===== src/rtl/adcif_pkg.sv =====
// Definitions shared by the I2S capture and playback interfaces.
// Word size, slot polarity and frame-tracking state encodings.
package adcif_pkg;

    localparam int   I2S_WIDTH = 24;
    localparam logic LRCK_LEFT = 1'b0;

    typedef enum logic [1:0] {
        S_IDLE  = 2'd0,
        S_SYNC  = 2'd1,
        S_LEFT  = 2'd2,
        S_RIGHT = 2'd3
    } i2s_state_t;

endpackage


===== src/rtl/adcif_sync.sv =====
// Multi-stage synchronizer for the I2S inputs.
// One edge-detected line (bit clock) plus plain synced level lines.
module i2s_sync #(
    parameter int STAGES = 2,
    parameter int LW     = 2
) (
    input  logic          clk,
    input  logic          rst,
    input  logic          edge_in,
    input  logic [LW-1:0] lvl_in,
    output logic [LW-1:0] lvl_out,
    output logic          rise
);

    logic [LW:0] ff [STAGES];
    logic        dly;

    always_ff @(posedge clk) begin
        if (rst) begin
            for (int i = 0; i < STAGES; i++) ff[i] <= '0;
            dly  <= 1'b0;
            rise <= 1'b0;
        end else begin
            ff[0] <= {lvl_in, edge_in};
            for (int i = 1; i < STAGES; i++) ff[i] <= ff[i-1];
            dly  <= ff[STAGES-1][0];
            rise <= ff[STAGES-1][0] & ~dly;
        end
    end

    assign lvl_out = ff[STAGES-1][LW:1];

endmodule


===== src/rtl/adcif.sv =====
// I2S receive interface: oversampled capture of LRCK/BCK/DATA,
// MSB-first deserialization and stereo-pair valid/ready output.
module adcif
    import adcif_pkg::*;
#(
    parameter int WIDTH       = I2S_WIDTH,
    parameter int DELAY       = 0,
    parameter int SYNC_STAGES = 2
) (
    input  logic             clk,
    input  logic             rst,
    input  logic             i2s_lrck,
    input  logic             i2s_bck,
    input  logic             i2s_data,
    output logic             sample_valid,
    input  logic             sample_ready,
    output logic [WIDTH-1:0] left_data,
    output logic [WIDTH-1:0] right_data,
    output logic             overrun
);

    localparam int CW = $clog2(DELAY + WIDTH + 1);
    localparam logic [CW-1:0] POS_MAX = CW'(DELAY + WIDTH);
    localparam logic [CW-1:0] POS_LO  = CW'(DELAY);

    logic             bck_rise;
    logic             lrck_s;
    logic             data_s;
    logic             lrck_prev;
    logic [CW-1:0]    pos;
    logic [CW-1:0]    pos_n;
    logic [CW-1:0]    off;
    logic [WIDTH-1:0] shreg;
    logic [WIDTH-1:0] shreg_n;
    logic [WIDTH-1:0] left_hold;
    logic             edge_any;
    logic             to_left;
    logic             to_right;
    logic             clr;
    logic             hold_ld;
    logic             commit;
    i2s_state_t       state;
    i2s_state_t       state_n;

    i2s_sync #(
        .STAGES (SYNC_STAGES),
        .LW     (2)
    ) u_sync (
        .clk     (clk),
        .rst     (rst),
        .edge_in (i2s_bck),
        .lvl_in  ({i2s_data, i2s_lrck}),
        .lvl_out ({data_s, lrck_s}),
        .rise    (bck_rise)
    );

    always_ff @(posedge clk) begin
        if (rst) state <= S_IDLE;
        else     state <= state_n;
    end

    always_comb begin
        edge_any = bck_rise && (lrck_s != lrck_prev);
        to_left  = edge_any && (lrck_s == LRCK_LEFT);
        to_right = edge_any && (lrck_s != LRCK_LEFT);
        clr      = 1'b0;
        hold_ld  = 1'b0;
        commit   = 1'b0;
        state_n  = state;
        unique case (state)
            S_IDLE:  if (bck_rise) state_n = S_SYNC;
            S_SYNC:  if (to_left) begin
                clr     = 1'b1;
                state_n = S_LEFT;
            end
            S_LEFT:  if (to_right) begin
                hold_ld = 1'b1;
                clr     = 1'b1;
                state_n = S_RIGHT;
            end
            S_RIGHT: if (to_left) begin
                commit  = 1'b1;
                clr     = 1'b1;
                state_n = S_LEFT;
            end
            default: state_n = S_IDLE;
        endcase
    end

    // Bit position of the current rise; the boundary bit itself is slot position 0.
    always_comb begin
        if (edge_any)            pos_n = '0;
        else if (pos == POS_MAX) pos_n = pos;
        else                     pos_n = pos + CW'(1);
        off     = pos_n - POS_LO;
        shreg_n = clr ? '0 : shreg;
        if (bck_rise) begin
            for (int i = 0; i < WIDTH; i++) begin
                if (off == CW'(WIDTH - 1 - i)) shreg_n[i] = data_s;
            end
        end
    end

    always_ff @(posedge clk) begin
        if (rst) begin
            lrck_prev    <= 1'b0;
            pos          <= '0;
            shreg        <= '0;
            left_hold    <= '0;
            left_data    <= '0;
            right_data   <= '0;
            sample_valid <= 1'b0;
            overrun      <= 1'b0;
        end else begin
            shreg   <= shreg_n;
            overrun <= 1'b0;
            if (bck_rise) begin
                lrck_prev <= lrck_s;
                pos       <= pos_n;
            end
            if (hold_ld) left_hold <= shreg;
            if (commit) begin
                left_data    <= left_hold;
                right_data   <= shreg;
                sample_valid <= 1'b1;
                overrun      <= sample_valid && !sample_ready;
            end else if (sample_ready) begin
                sample_valid <= 1'b0;
            end
        end
    end

endmodule


===== config.mk =====
export PLATFORM = sky130hd
export DESIGN_NAME = adcif
export DESIGN_NICKNAME = d
export VERILOG_FILES = /design/src/rtl/adcif_pkg.sv /design/src/rtl/adcif_sync.sv /design/src/rtl/adcif.sv
export SDC_FILE = /design/constraint.sdc
export NUM_CORES = 1
export LEC_CHECK = 0
export BUFFER_PORTS_ARGS = -buffer_cell sky130_fd_sc_hd__buf_2
export CAP_MARGIN = 5
export CELL_PAD_IN_SITES_DETAIL_PLACEMENT = 2
export CELL_PAD_IN_SITES_GLOBAL_PLACEMENT = 2
export CORE_MARGIN = 3
export CORE_UTILIZATION = 31
export CTS_CLUSTER_SIZE = 28
export DETAILED_ROUTE_END_ITERATION = 16
export GPL_TIMING_DRIVEN = 0
export PLACE_DENSITY = 0.82
export SYNTH_ARGS = -nofsm -noshare
export SYNTH_HDL_FRONTEND = slang
export SYNTH_HIERARCHICAL = 1
export SYNTH_SLANG_ARGS = --single-unit
export TNS_END_PERCENT = 30

===== constraint.sdc =====
create_clock -name clk -period 2.2 [get_ports clk]
set_clock_uncertainty 0.05 [all_clocks]
set_input_delay 0.55 -clock clk [delete_from_list [all_inputs] [get_ports clk]]
set_output_delay 0.55 -clock clk [all_outputs]
set_load 0.05 [all_outputs]

==> results of run 1 <==
[area by class of cell]
cell class | instances | area share, %
buffer | 35 | 2.89
clock buffer | 22 | 8.30
inverter | 6 | 0.470
timing repair buffer | 58 | 5.33
sequential | 114 | 40.9
tap | 176 | 3.94
clock inverter | 10 | 2.37
multi-input combinational | 355 | 35.8
[cells in the mapped netlist (2+ instances only)]
cell type | n | area (sq um)
ha_1 | 2 | 25.0
and2_1 | 2 | 12.5
o211ai_1 | 8 | 60.1
buf_2 | 3 | 15.0
nand3_1 | 6 | 30.0
buf_1 | 4 | 15.0
nor3_1 | 3 | 15.0
o21ai_0 | 7 | 35.0
nor2b_1 | 7 | 43.8
xnor2_1 | 4 | 35.0
a21oi_1 | 81 | 405
nand2b_1 | 4 | 25.0
nand4_1 | 4 | 25.0
dfxtp_1 | 114 | 2280
o31ai_1 | 7 | 52.6
nor4_1 | 3 | 18.8
inv_1 | 6 | 22.5
nor2_1 | 7 | 26.3
nand2_1 | 166 | 623
xor2_1 | 3 | 26.3
clkbuf_1 | 28 | 105
o41ai_1 | 8 | 70.1
o311ai_0 | 8 | 70.1
buf_4 | 2 | 15.0
mux2i_1 | 8 | 80.1
[power by group]
group          internal (mW)  switching, mW
combinational         0.0276         0.0863
sequential              2.07        0.00516
clock                   1.83          0.978
total                   3.93           1.07
[kinds of logic (layout without fill, tap and decap cells)]
group | count (synthesis) | in the layout | synth area share [%]
adders and majority gates | 2 | 2 | 0.578
DFF | 114 | 114 | 52.8
AOI/OAI and AO/OA | 124 | 124 | 17.3
muxes | 8 | 8 | 1.85
xor gates and xnor gates | 9 | 9 | 2.43
buffers and inverters | 43 | 131 | 3.99
and+or+nand+nor | 212 | 212 | 21.1
[state kept, by name (all words and copies together) (netlist names)]
name,count
u_sync/rise,1
overrun,1
state,2
left_hold,24
u_sync/dly,1
pos,5
lrck_prev,1
right_data,24
sample_valid,1
shreg,24
u_sync/ff,6
left_data,24
[per-layer routing]
| layer | track usage (%) | share of wire, % |
|---|---|---|
| met5 | 0 | 0 |
| met1 | 24.4 | 42 |
| met2 | 37.9 | 53 |
| met4 | 6.50 | 1.3 |
| met3 | 5.95 | 3.7 |
[what timing repair did]
action / 4_1_cts / 5_1_grt
gates resized for setup: 28 / 19
buffers inserted: 3 / 0
pin swaps: 2 / 1
setup endpoints to repair: 64 / 64
[cell usage in the layout (no fill, tap or decap), types with 2 or more instances in the layout]
cell,instances
bufinv_16,3
o31ai_1,7
clkbuf_8,2
nand2_1,165
o21ai_0,6
nand4_1,4
ha_4,2
nand3_2,2
xor2_1,2
o311ai_1,5
xor2_4,2
nand2b_1,4
nor3_1,3
mux2i_1,8
nor2_1,7
clkbuf_2,9
and2_1,2
nor2b_1,7
inv_1,5
xnor2_1,3
nor4_1,2
buf_4,6
nand3_1,5
a21oi_1,79
buf_2,58
clkbuf_1,21
clkinvlp_4,4
dfxtp_1,113
o41ai_1,8
o311ai_0,3
clkinv_2,4
o211ai_1,8
a21oi_2,2
clkbuf_16,17
[worst paths after layout]
kind                                         to  slack [ns]  startpoint
worst min-delay path            u_sync/ff[0][2]        0.29    i2s_data
worst max register to register         shreg[5]       -0.08      pos[3]
worst min register to register      u_sync/rise        0.37  u_sync/dly
worst max-delay path                   shreg[5]       -0.08      pos[3]
[worst max-delay path: cells and delay by family, from the launching register on]
kind,cells,cell delay (ns)
AO/OA/AOI/OAI,2,0.35
XOR/XNOR,1,0.22
buffers and inverters,1,0.19
flip-flops,1,0.53
AND/OR/NAND/NOR,2,0.79
[through the flow]
step	total power [mW]	setup WS [ns]	hold WS [ns]	instances	area, sq um
finish	5.00	-0.0778	0.295	776	5590
detailed placement	2.22	-0.634	0.368	743	4820
global placement	2.22	-0.480	0.346	743	4820
CTS	5.04	-0.0445	0.281	777	5540
floorplan	2.18	0.0730	0.337	512	4330
global route	5.16	-0.169	0.295	776	5590
==> flow_metrics.py, run 1 <==
metrics = {
    "setup_path": {
        "crit_type": "reg2reg",
        "crit_required_ns": 2.43,
        "slowest_delay_ns": 0.57,
        "cp_max_fo": 7,
        "critPathSlowestCell": "or4_1",
        "startpoint_type": "flop",
        "cp_cell_sequence": "nand3_2, xor2_4, or4_1, buf_4, o311ai_4, o41ai_2",
        "cp.arrival_ns": 2.51,
        "r2r_cells": 6,
        "cp-end-kind": "flop",
    },
    "power_and_ir_drop": {
        "p_leak_nw": 2.03,
        "vdd_drop_max_v": 0.000479,
        "power_density_nw_per_um2": 894,
    },
    "status": {
        "run_status": "complete, but fails checks",
        "violations": "setup timing",
    },
    "finish": {
        "register_area_sq_um": 2290,
        "multi_input_area_sq_um": 2000,
        "finalNetCount": 595,
        "fin_util_pct": 41.6,
        "areaGrowthSynthToFinish_pct": 29.3,
        "fill_cells": 1483,
        "drive_gt1_share_pct": 20.8,
        "n_antenna_cell": 0,
    },
    "grt": {
        "gr-usage-all-layers_pct": 21.2,
        "grt-ovfl-total": 0,
        "grt_pass1_wl_um": 24300,
        "grt_pass1_vias": 4402,
        "grt_max_degree": 17,
        "antenna_found_initial": 0,
    },
    "sta": {
        "setup-violations-final": 7,
        "relSlewSlack_pct": 58.7,
        "fin_crit_ns": 2.28,
        "slew_viol_final": 0,
        "finalHoldViolCount": 0,
        "finalSetupTns_ns": -0.299,
        "rsz0062_at_grt": "true",
        "tightest_slew_ns": 0.620,
        "fmax_ghz": 0.439,
        "period_share_pct": 104,
        "fin_ws_ns": -0.0778,
    },
    "clock_tree": {
        "clk_latency_ns": 0.42,
        "cts.reportedPaths.clkPinSlew_ns": 0.05,
        "clockBufferDepth": 2,
        "cts_tree": "built",
        "holdBufCountCts": 0,
        "cts_made_buffers": 17,
        "clock-sinks": 114,
        "htree_levels": 4,
        "cts-root-buf": "clkbuf_16",
    },
    "routing": {
        "drtIter0Drc": 213,
        "first_pass_iters": 4,
        "drcViolationCount": 0,
        "ant_nets": 0,
        "wl_per_cell_um": 20.1,
        "postRouteWirelength_um": 15600,
        "vias": 4019,
        "viasPerCell": 5.18,
    },
    "place": {
        "portBuffers": 55,
        "hpwl_um": 10200,
        "place.gp.congestion": 0.857,
    },
    "yosys": {
        "async_flop_share_pct": 0,
        "synth-edff-count": 0,
        "synth_seq_area_share_pct": 52.8,
        "synth_cells": 512,
        "syn_area_per_cell_sq_um": 8.45,
        "ys_types": 42,
        "ys_warn_count": 6,
        "synth_area_sq_um": 4330,
        "synth_nets": 520,
        "ys_ff_latch": 114,
        "synth-main-ff-cell": "dfxtp_1",
    },
    "floorplan": {
        "fp.dieH_um": 124,
        "rows": 42,
        "start_util_pct": 32.2,
        "pin_count": 56,
        "design.core.area_sq_um": 13500,
        "die_area_sq_um": 15400,
        "dieWidth_um": 124,
    },
    "min_path": {
        "hold-path-cell-count": 2,
        "hold_path_class": "in2reg",
    },
    "run": {
        "maxCapViolCount": 0,
    },
}
Note: power is estimated with default switching activity, not from simulation.
==> run 2, diff against run 1 <==
- CAP_MARGIN: 5 -> 20
- SKIP_LAST_GASP: unset -> 1
==> flow_metrics.py, run 2 (same netlist as run 1, synthesis figures left out) <==
metrics = {
    "setup_path": {
        "critPathSlowestCell": "o311ai_0",
        "worst-path-buf-inv": 2,
        "crit_family": "compound AO/OA/AOI/OAI gates",
        "timing.rr.end": "shreg[2]",
        "reg2reg_slack_ns": -0.11,
        "cp_max_fo": 10,
        "crit_required_ns": 2.41,
        "cp.arrival_ns": 2.52,
        "crit_type": "reg2reg",
        "cp-end-kind": "flop",
        "r2r_cells": 6,
        "slowest_delay_ns": 0.47,
        "cp_cell_sequence": "clkbuf_2, inv_1, o21ai_1, or3_1, o311ai_0, o41ai_1",
        "worstReg2RegStart": "u_sync/rise",
        "startpoint_type": "flop",
    },
    "clock_tree": {
        "cts_tree": "built",
        "htree_levels": 4,
        "holdBufCountCts": 0,
        "cts_made_buffers": 17,
        "cts-root-buf": "clkbuf_16",
        "clockBufferDepth": 2,
        "clk_latency_ns": 0.42,
        "clock-sinks": 114,
        "cts.reportedPaths.clkPinSlew_ns": 0.05,
    },
    "grt": {
        "grt_max_degree": 17,
        "grt-ovfl-total": 0,
        "grt_pass1_vias": 4359,
        "antenna_found_initial": 0,
        "gr-usage-all-layers_pct": 21.1,
        "grt_pass1_wl_um": 24200,
    },
    "routing": {
        "postRouteWirelength_um": 15700,
        "viasPerCell": 5.23,
        "first_pass_iters": 4,
        "drtIter0Drc": 215,
        "wl_per_cell_um": 20.1,
        "drcViolationCount": 0,
        "ant_nets": 0,
        "vias": 4079,
    },
    "power_and_ir_drop": {
        "vdd_drop_max_v": 0.000460,
        "power_density_nw_per_um2": 892,
        "p_leak_nw": 2.04,
        "power.total_mw": 5.00,
    },
    "sta": {
        "relSlewSlack_pct": 56.3,
        "slew_viol_final": 0,
        "rsz0062_at_grt": "true",
        "setup-violations-final": 5,
        "fin_ws_ns": -0.107,
        "finalHoldViolCount": 0,
        "tightest_slew_ns": 0.656,
        "whs_ns": 0.297,
        "period_share_pct": 105,
        "fmax_ghz": 0.433,
        "finalSetupTns_ns": -0.343,
        "fin_crit_ns": 2.31,
    },
    "place": {
        "pre_cts_ws_ns": -0.634,
        "place.gp.congestion": 0.857,
        "portBuffers": 55,
        "hpwl_um": 10200,
    },
    "floorplan": {
        "die_area_sq_um": 15400,
        "design.core.area_sq_um": 13500,
        "pin_count": 56,
        "rows": 42,
        "dieWidth_um": 124,
        "start_util_pct": 32.2,
        "fp.dieH_um": 124,
    },
    "finish": {
        "layout_commonest_cell": "nand2_1",
        "drive_gt1_share_pct": 20.5,
        "areaGrowthSynthToFinish_pct": 29.7,
        "finalNetCount": 599,
        "layout_common_cells": "nand2_1, dfxtp_1, a21oi_1",
        "n_antenna_cell": 0,
        "fin_util_pct": 41.7,
    },
    "run": {
        "maxCapViolCount": 0,
    },
    "min_path": {
        "hold-path-cell-count": 2,
        "hold_path_class": "in2reg",
        "hold_start": "i2s_data",
        "min_to": "u_sync/ff[0][2]",
    },
    "status": {
        "run_status": "complete, but fails checks",
        "violations": "setup timing",
    },
}
-- run 2: cell types whose count changed in the layout (fill, tap and decap cells not counted), moves of 2 or more --
cell	before	now
buf_4	6	8
buf_2	58	60
clkbuf_2	9	6
clkbuf_1	21	23
-- run 2: per-stage QoR --
step	instances	area, sq um
floorplan	512	4330
global placement	743	4820
detailed placement	743	4820
CTS	777	5520
global route	780	5610
finish	780	5610
-- run 2: final cells by class --
cell class / count / area [sq um]
timing repair buffer: 62 / 340
clock inverter: 10 / 133
clock buffer: 22 / 464
sequential: 114 / 2290
fill: 1487 / 7840
multi-input combinational: 355 / 1990
tap: 176 / 220
buffer: 35 / 153
inverter: 6 / 26.3
-- run 2: worst max path at each step --
stage | slack, ns | end | startpoint | depth (start not counted)
floorplan | 0.07 | shreg[12] | pos[0] | 8
global placement | -0.48 | shreg[16] | pos[0] | 8
detailed placement | -0.63 | shreg[16] | pos[0] | 8
CTS | -0.14 | left_hold[2] | lrck_prev | 7
global route | -0.18 | shreg[5] | pos[3] | 6
finish | -0.11 | shreg[2] | u_sync/rise | 6
-- run 2: timing repair --
action                     in CTS  in global routing
setup endpoints to repair      64                 61
pin swaps                       2                  1
resized for setup              22                 18
setup buffers                   3                  4
-- run 2: worst register-to-register path, delay by kind of cell, from the launching register on --
kind | cells | cell delay [ns]
and+or+nand+nor | 1 | 0.42
AOI/OAI and AO/OA | 3 | 0.88
buffers and inverters | 2 | 0.47
DFF | 1 | 0.34
-- run 2: power breakdown --
part | internal, mW | leakage, nW | switching [mW] | total, mW
sequential | 2.07 | 0.920 | 0.00507 | 2.08
combinational | 0.0313 | 0.834 | 0.0880 | 0.119
clock | 1.83 | 0.286 | 0.977 | 2.81
total | 3.93 | 2.04 | 1.07 | 5.00
-- run 2: metal layers --
metal	part of all wire, %	GRT usage, %
met5	0	0
met4	1.1	5.20
met3	4.5	5.99
met2	52	38.3
met1	42	24.5
